[src/rtl/uart_pkg.sv]
// Shared types and constants for the 8N1 UART core.
package uart_pkg;

  localparam int DATA_BITS  = 8;
  localparam int OVERSAMPLE = 16;
  // Tick at which the middle of a bit is reached, counted from its leading edge.
  localparam int MID_TICK   = OVERSAMPLE / 2;

  typedef enum logic [1:0] {
    RX_IDLE,
    RX_START,
    RX_DATA,
    RX_STOP
  } rx_state_t;

  typedef enum logic [1:0] {
    TX_IDLE,
    TX_START,
    TX_DATA,
    TX_STOP
  } tx_state_t;

  // Oversampling tick divisor: truncated, never below 1.
  function automatic int calc_div(input int freq_hz, input int baud);
    int d;
    d = freq_hz / (OVERSAMPLE * baud);
    return (d < 1) ? 1 : d;
  endfunction

endpackage

[src/rtl/uart_baud_gen.sv]
// Free-running divider producing a one-cycle oversampling tick every DIV clocks.
module uart_baud_gen #(
  parameter int DIV = 1
) (
  input  logic clk,
  input  logic reset_n,
  output logic tick
);

  localparam int W = (DIV > 1) ? $clog2(DIV) : 1;
  localparam logic [W-1:0] LAST = W'(DIV - 1);

  logic [W-1:0] cnt;

  assign tick = (cnt == LAST);

  // Count 0..DIV-1 and wrap; the wrap cycle is the tick.
  always_ff @(posedge clk) begin
    if (!reset_n) begin
      cnt <= '0;
    end else if (tick) begin
      cnt <= '0;
    end else begin
      cnt <= cnt + {{(W-1){1'b0}}, 1'b1};
    end
  end

endmodule

[src/rtl/uart_core.sv]
// 8N1 UART transceiver, 16x oversampling, independent full-duplex RX and TX.
//
// Host handshake: tx_wr and rx_ack are single-cycle strobes sampled on the
// rising clock edge. tx_wr is honoured only while tx_busy = 0 and is otherwise
// dropped. rx_avail stays high until an rx_ack; a byte completing in the same
// cycle as rx_ack wins, leaving rx_avail = 1 with the new byte.
//
// dbg_state = {rx_state, tx_state} for observing both FSMs.
module uart_core
  import uart_pkg::*;
#(
  parameter int freq_hz = 100000000,
  parameter int baud    = 115200
) (
  input  logic       clk,
  input  logic       reset_n,
  input  logic       uart_rxd,
  output logic       uart_txd,
  output logic [7:0] rx_data,
  output logic       rx_avail,
  output logic       rx_error,
  input  logic       rx_ack,
  input  logic [7:0] tx_data,
  input  logic       tx_wr,
  output logic       tx_busy,
  output logic [3:0] dbg_state
);

  localparam int DIV = calc_div(freq_hz, baud);
  localparam logic [3:0] CNT_MID  = 4'(MID_TICK - 1);
  localparam logic [3:0] CNT_LAST = 4'(OVERSAMPLE - 1);
  localparam logic [2:0] BIT_LAST = 3'(DATA_BITS - 1);

  logic tick;

  uart_baud_gen #(.DIV(DIV)) u_baud_gen (
    .clk     (clk),
    .reset_n (reset_n),
    .tick    (tick)
  );

  // ---------------- receive ----------------
  logic                 rx_meta, rx_sync;
  rx_state_t            rx_state, rx_state_n;
  logic [3:0]           rx_cnt, rx_cnt_n;
  logic [2:0]           rx_bit, rx_bit_n;
  logic [DATA_BITS-1:0] rx_shift, rx_shift_n;
  logic                 rx_good, rx_bad;

  // Two-flop synchronizer; resets to idle-high so reset never looks like a start bit.
  always_ff @(posedge clk) begin
    if (!reset_n) begin
      rx_meta <= 1'b1;
      rx_sync <= 1'b1;
    end else begin
      rx_meta <= uart_rxd;
      rx_sync <= rx_meta;
    end
  end

  // RX next state: confirm start at mid-bit, then sample every 16 ticks.
  always_comb begin
    rx_state_n = rx_state;
    rx_cnt_n   = rx_cnt;
    rx_bit_n   = rx_bit;
    rx_shift_n = rx_shift;
    rx_good    = 1'b0;
    rx_bad     = 1'b0;
    case (rx_state)
      RX_IDLE: begin
        if (!rx_sync) begin
          rx_state_n = RX_START;
          rx_cnt_n   = '0;
        end
      end
      RX_START: begin
        if (tick) begin
          if (rx_cnt == CNT_MID) begin
            rx_cnt_n   = '0;
            rx_bit_n   = '0;
            rx_state_n = rx_sync ? RX_IDLE : RX_DATA;
          end else begin
            rx_cnt_n = rx_cnt + 4'd1;
          end
        end
      end
      RX_DATA: begin
        if (tick) begin
          rx_cnt_n = rx_cnt + 4'd1;
          if (rx_cnt == CNT_LAST) begin
            rx_shift_n = {rx_sync, rx_shift[DATA_BITS-1:1]};
            rx_bit_n   = rx_bit + 3'd1;
            if (rx_bit == BIT_LAST) rx_state_n = RX_STOP;
          end
        end
      end
      RX_STOP: begin
        if (tick) begin
          rx_cnt_n = rx_cnt + 4'd1;
          if (rx_cnt == CNT_LAST) begin
            rx_state_n = RX_IDLE;
            rx_good    = rx_sync;
            rx_bad     = !rx_sync;
          end
        end
      end
      default: rx_state_n = RX_IDLE;
    endcase
  end

  // RX state register.
  always_ff @(posedge clk) begin
    if (!reset_n) begin
      rx_state <= RX_IDLE;
      rx_cnt   <= '0;
      rx_bit   <= '0;
      rx_shift <= '0;
    end else begin
      rx_state <= rx_state_n;
      rx_cnt   <= rx_cnt_n;
      rx_bit   <= rx_bit_n;
      rx_shift <= rx_shift_n;
    end
  end

  // Host-side flags: completion beats ack; framing errors are sticky until ack.
  always_ff @(posedge clk) begin
    if (!reset_n) begin
      rx_data  <= '0;
      rx_avail <= 1'b0;
      rx_error <= 1'b0;
    end else begin
      if (rx_good) begin
        rx_data  <= rx_shift;
        rx_avail <= 1'b1;
      end else if (rx_ack) begin
        rx_avail <= 1'b0;
      end
      if (rx_bad) begin
        rx_error <= 1'b1;
      end else if (rx_ack) begin
        rx_error <= 1'b0;
      end
    end
  end

  // ---------------- transmit ----------------
  tx_state_t            tx_state, tx_state_n;
  logic [3:0]           tx_cnt, tx_cnt_n;
  logic [2:0]           tx_bit, tx_bit_n;
  logic [DATA_BITS-1:0] tx_shift, tx_shift_n;
  logic                 txd_n;

  // TX next state; the line value is derived from the next state so it is registered.
  always_comb begin
    tx_state_n = tx_state;
    tx_cnt_n   = tx_cnt;
    tx_bit_n   = tx_bit;
    tx_shift_n = tx_shift;
    case (tx_state)
      TX_IDLE: begin
        if (tx_wr) begin
          tx_state_n = TX_START;
          tx_cnt_n   = '0;
          tx_shift_n = tx_data;
        end
      end
      TX_START: begin
        if (tick) begin
          tx_cnt_n = tx_cnt + 4'd1;
          if (tx_cnt == CNT_LAST) begin
            tx_state_n = TX_DATA;
            tx_bit_n   = '0;
          end
        end
      end
      TX_DATA: begin
        if (tick) begin
          tx_cnt_n = tx_cnt + 4'd1;
          if (tx_cnt == CNT_LAST) begin
            tx_shift_n = {1'b0, tx_shift[DATA_BITS-1:1]};
            tx_bit_n   = tx_bit + 3'd1;
            if (tx_bit == BIT_LAST) tx_state_n = TX_STOP;
          end
        end
      end
      TX_STOP: begin
        if (tick) begin
          tx_cnt_n = tx_cnt + 4'd1;
          if (tx_cnt == CNT_LAST) tx_state_n = TX_IDLE;
        end
      end
      default: tx_state_n = TX_IDLE;
    endcase
    case (tx_state_n)
      TX_START: txd_n = 1'b0;
      TX_DATA:  txd_n = tx_shift_n[0];
      default:  txd_n = 1'b1;
    endcase
  end

  // TX state register and glitch-free line driver.
  always_ff @(posedge clk) begin
    if (!reset_n) begin
      tx_state <= TX_IDLE;
      tx_cnt   <= '0;
      tx_bit   <= '0;
      tx_shift <= '0;
      uart_txd <= 1'b1;
    end else begin
      tx_state <= tx_state_n;
      tx_cnt   <= tx_cnt_n;
      tx_bit   <= tx_bit_n;
      tx_shift <= tx_shift_n;
      uart_txd <= txd_n;
    end
  end

  assign tx_busy   = (tx_state != TX_IDLE);
  assign dbg_state = {rx_state, tx_state};

endmodule

[config.mk]
export PLATFORM = sky130hd
export DESIGN_NAME = uart_core
export DESIGN_NICKNAME = d
export VERILOG_FILES = /design/src/rtl/uart_pkg.sv /design/src/rtl/uart_baud_gen.sv /design/src/rtl/uart_core.sv
export SDC_FILE = /design/constraint.sdc
export NUM_CORES = 1
export LEC_CHECK = 0
export ABC_AREA = 1
export CAP_MARGIN = 20
export CELL_PAD_IN_SITES_DETAIL_PLACEMENT = 1
export CELL_PAD_IN_SITES_GLOBAL_PLACEMENT = 2
export CORE_MARGIN = 3
export CORE_UTILIZATION = 35
export CTS_CLUSTER_DIAMETER = 200
export DETAILED_ROUTE_END_ITERATION = 16
export DONT_BUFFER_PORTS = 1
export PLACE_DENSITY_LB_ADDON = 0.3
export SKIP_CTS_REPAIR_TIMING = 1
export SYNTH_ARGS = -nofsm -noshare
export SYNTH_HDL_FRONTEND = slang
export SYNTH_HIERARCHICAL = 1
export SYNTH_SLANG_ARGS = --single-unit
[constraint.sdc]
create_clock -name clk -period 3.59 [get_ports clk]
set_input_delay 0.718 -clock clk [delete_from_list [all_inputs] [get_ports clk]]
set_output_delay 0.718 -clock clk [all_outputs]
set_load 0.05 [all_outputs]
==> impl_metrics.py <==
metrics = {
    "status": {
        "status": "completed",
    },
    "routing": {
        "drc": 0,
        "vias_per_cell": 4.98,
        "drt_wl_total_um": 5610,
        "drtIter0Drc": 45,
        "routedWlPerCell_um": 13.9,
        "final_antenna_net_count": 0,
        "dr_total_vias": 2005,
        "dr.pass1.iters": 4,
    },
    "setup_path": {
        "crit_slowest_cell": "dfxtp_1",
        "cpPeakStageDelay_ns": 0.75,
        "arrival_ns": 1.69,
        "worstSetupStartpointType": "flop",
        "crit_family": "flip-flops",
        "cp_max_fo": 6,
        "worst-path-buf-inv": 1,
        "cp-end-kind": "output pin",
        "worstPathCellList": "inv_1 > nand2_1",
        "cp.required_ns": 2.87,
        "worstSetupPathType": "reg2out",
    },
    "final_layout": {
        "drive_gt1_frac": 0.0982,
        "areaGrowthSynthToFinish_pct": 8.20,
        "fin_area_um2": 2590,
        "nets": 346,
        "antenna-diode-count": 0,
    },
    "floorplan": {
        "die_h_um": 88.7,
        "die_w_um": 88.7,
        "coreArea_um2": 6490,
        "start_util": 0.369,
        "die-area_um2": 7870,
        "pin_count": 29,
        "rows": 29,
    },
    "synthesis": {
        "ys.warnings.count": 6,
        "synth_cells": 322,
        "synthesis.nets": 343,
        "synth_top_area_frac": 0.443,
        "synthArstFlopShare": 0,
        "synth_edf_count": 0,
        "yosys_most_used_dff": "dfxtp_1",
        "ys_seq_area_frac": 0.443,
        "synthTopCellsByArea": "dfxtp_1 (44%), nand2_1 (12%), nor2_1 (7.1%)",
        "ys_ff_latch": 53,
        "synth_top_area_cell": "dfxtp_1",
        "syn_avg_cell_area_um2": 7.44,
        "synth_most_common_cell": "nand2_1",
        "yosysUniqueCellTypes": 34,
        "synthTopCellsByCount": "nand2_1 (74), dfxtp_1 (53), nor2_1 (45), inv_1 (28), a21oi_1 (23)",
        "synth.cell_area_um2": 2390,
    },
    "timing": {
        "drv_slew": 0,
        "tns_ns": 0,
        "period_needed_ns": 2.40,
        "tightest_slew_ns": 0.747,
        "setup_violations": 0,
        "hold_viol": 0,
        "fin_worst_skew_ns": 0.00781,
        "max_slew_margin": 0.501,
        "finalCritPeriodShare": 0.669,
        "fmax_ghz": 0.416,
        "rsz0062_at_grt": "no",
    },
    "placed_design": {
        "place_area_um2": 2480,
        "place.gp.congestion": 0.708,
        "hpwl_um": 4120,
        "port_buffers": 0,
    },
    "grt": {
        "grt_pass1_vias": 2076,
        "track_usage": 0.156,
        "grt_remaining_overflow": 0,
        "grt_pass1_wl_um": 9630,
        "antenna_found_initial": 0,
        "grt_max_degree": 23,
    },
    "clock_tree": {
        "cts_made_buffers": 5,
        "cts_max_path_buffers": 2,
        "cts_tree": "done",
        "worstSkewPairLatency_ns": 0.30,
        "cts_sinks": 53,
        "htree_levels": 2,
        "root_buffer": "clkbuf_8",
        "path_clk_slew_ns": 0.09,
    },
    "power": {
        "pwr-share-seq": 0.571,
        "clkPwrFrac": 0.379,
        "p_sw_w": 0.000257,
        "comb_power_share": 0.050,
        "p_int_w": 0.000826,
        "p_leak_nw": 1.02,
        "vdd_drop_max_v": 0.000213,
        "switching_share": 0.237,
        "p_per_area_nw_per_um2": 418,
    },
    "run": {
        "cap_violations": 0,
    },
    "worst_hold_path": {
        "hold_class": "reg2reg",
    },
}
==> area by class of cell <==
type	instances	area, um^2
fillers	815	3900
multi-input cells	229	1170
flip-flops and latches	53	1060
inverters	34	129
well taps	77	96.3
clock buffers	5	68.8
clock inverters	3	46.3
repair buffers	2	15.0
==> power groups by stage <==
stage          Clock, W  Combinational [W]  Sequential (W)
2_1_floorplan         0          0.0000456        0.000628
3_3_place_gp          0          0.0000550        0.000631
3_5_place_dp          0          0.0000550        0.000631
4_1_cts        0.000429          0.0000555        0.000618
5_1_grt        0.000455          0.0000626        0.000620
6_report       0.000410          0.0000545        0.000618
==> state kept, by name (all words and copies together), names as in the netlist, 2 cells and up, named ones only <==
| name | cells |
|---|---|
| rx_bit | 3 |
| u_baud_gen/cnt | 6 |
| tx_state | 2 |
| rx_cnt | 4 |
| tx_bit | 3 |
| rx_data | 8 |
| tx_cnt | 4 |
| rx_shift | 8 |
| tx_shift | 8 |
==> routing by layer <==
layer  vias to the layer above  routed length (um)  track usage
met5                         -                   0            0
met4                         0                  31       0.0371
met3                         2                 174       0.0391
met2                        20                2760        0.277
met1                       934                2640        0.188
li1                       1049                   -            -
==> through the flow <==
stage           util  instances  hold slack (ns)  total power, W  worst slack (ns)
5_1_grt        0.399        403            0.450         0.00114             0.973
4_1_cts        0.399        403            0.423         0.00110              1.18
3_5_place_dp   0.381        395            0.399        0.000686              1.34
6_report       0.399        403            0.419         0.00108              1.19
3_3_place_gp   0.381        395            0.394        0.000686              1.41
2_1_floorplan      -        322            0.393        0.000674              1.63
==> cells by family (layout without fill, tap and decap cells) <==
| group | count (synthesis) | count (layout) | synth area share |
|---|---|---|---|
| simple gates | 155 | 155 | 0.288 |
| compound gates | 62 | 62 | 0.146 |
| buf+inv | 40 | 44 | 0.0663 |
| xor+xnor | 4 | 4 | 0.0146 |
| flops | 53 | 53 | 0.443 |
| fa+ha+maj | 8 | 8 | 0.0418 |
==> path summary, 6_finish.rpt <==
path                          start          end  slack, ns  cells past startpoint
setup / recovery        tx_state[0]      tx_busy       1.19                      2
hold / removal              rx_meta      rx_sync       0.42                      1
setup reg to reg  u_baud_gen/cnt[0]  rx_shift[6]       1.30                      9
hold reg to reg             rx_meta      rx_sync       0.42                      1
==> layout by cell type, fill, tap and decap left out <==
| cell | n |
|---|---|
| o21ai_1 | 8 |
| nor2_1 | 45 |
| clkbuf_8 | 5 |
| inv_1 | 28 |
| nand2_2 | 3 |
| o21bai_1 | 2 |
| nand4_1 | 2 |
| clkinv_1 | 1 |
| a21oi_1 | 23 |
| clkinvlp_4 | 1 |
| o21ai_0 | 17 |
| clkinv_4 | 1 |
| nor3_4 | 1 |
| nand3_2 | 1 |
| nand4_2 | 1 |
| a31oi_1 | 7 |
| nand4_4 | 1 |
| nor3b_1 | 1 |
| nor2_4 | 1 |
| a21oi_2 | 2 |
| ha_1 | 8 |
| dfxtp_1 | 53 |
| o21ai_2 | 1 |
| o21ai_4 | 1 |
| or2_2 | 2 |
| clkinv_2 | 1 |
| nor2_2 | 3 |
| nand3b_1 | 1 |
| nor3_1 | 2 |
| inv_2 | 4 |
| xnor2_1 | 1 |
| nand3_1 | 17 |
| xor2_1 | 3 |
| o21a_1 | 1 |
| bufinv_16 | 1 |
| buf_4 | 2 |
| nand2_1 | 74 |
Power figures use the tool's default switching activity.
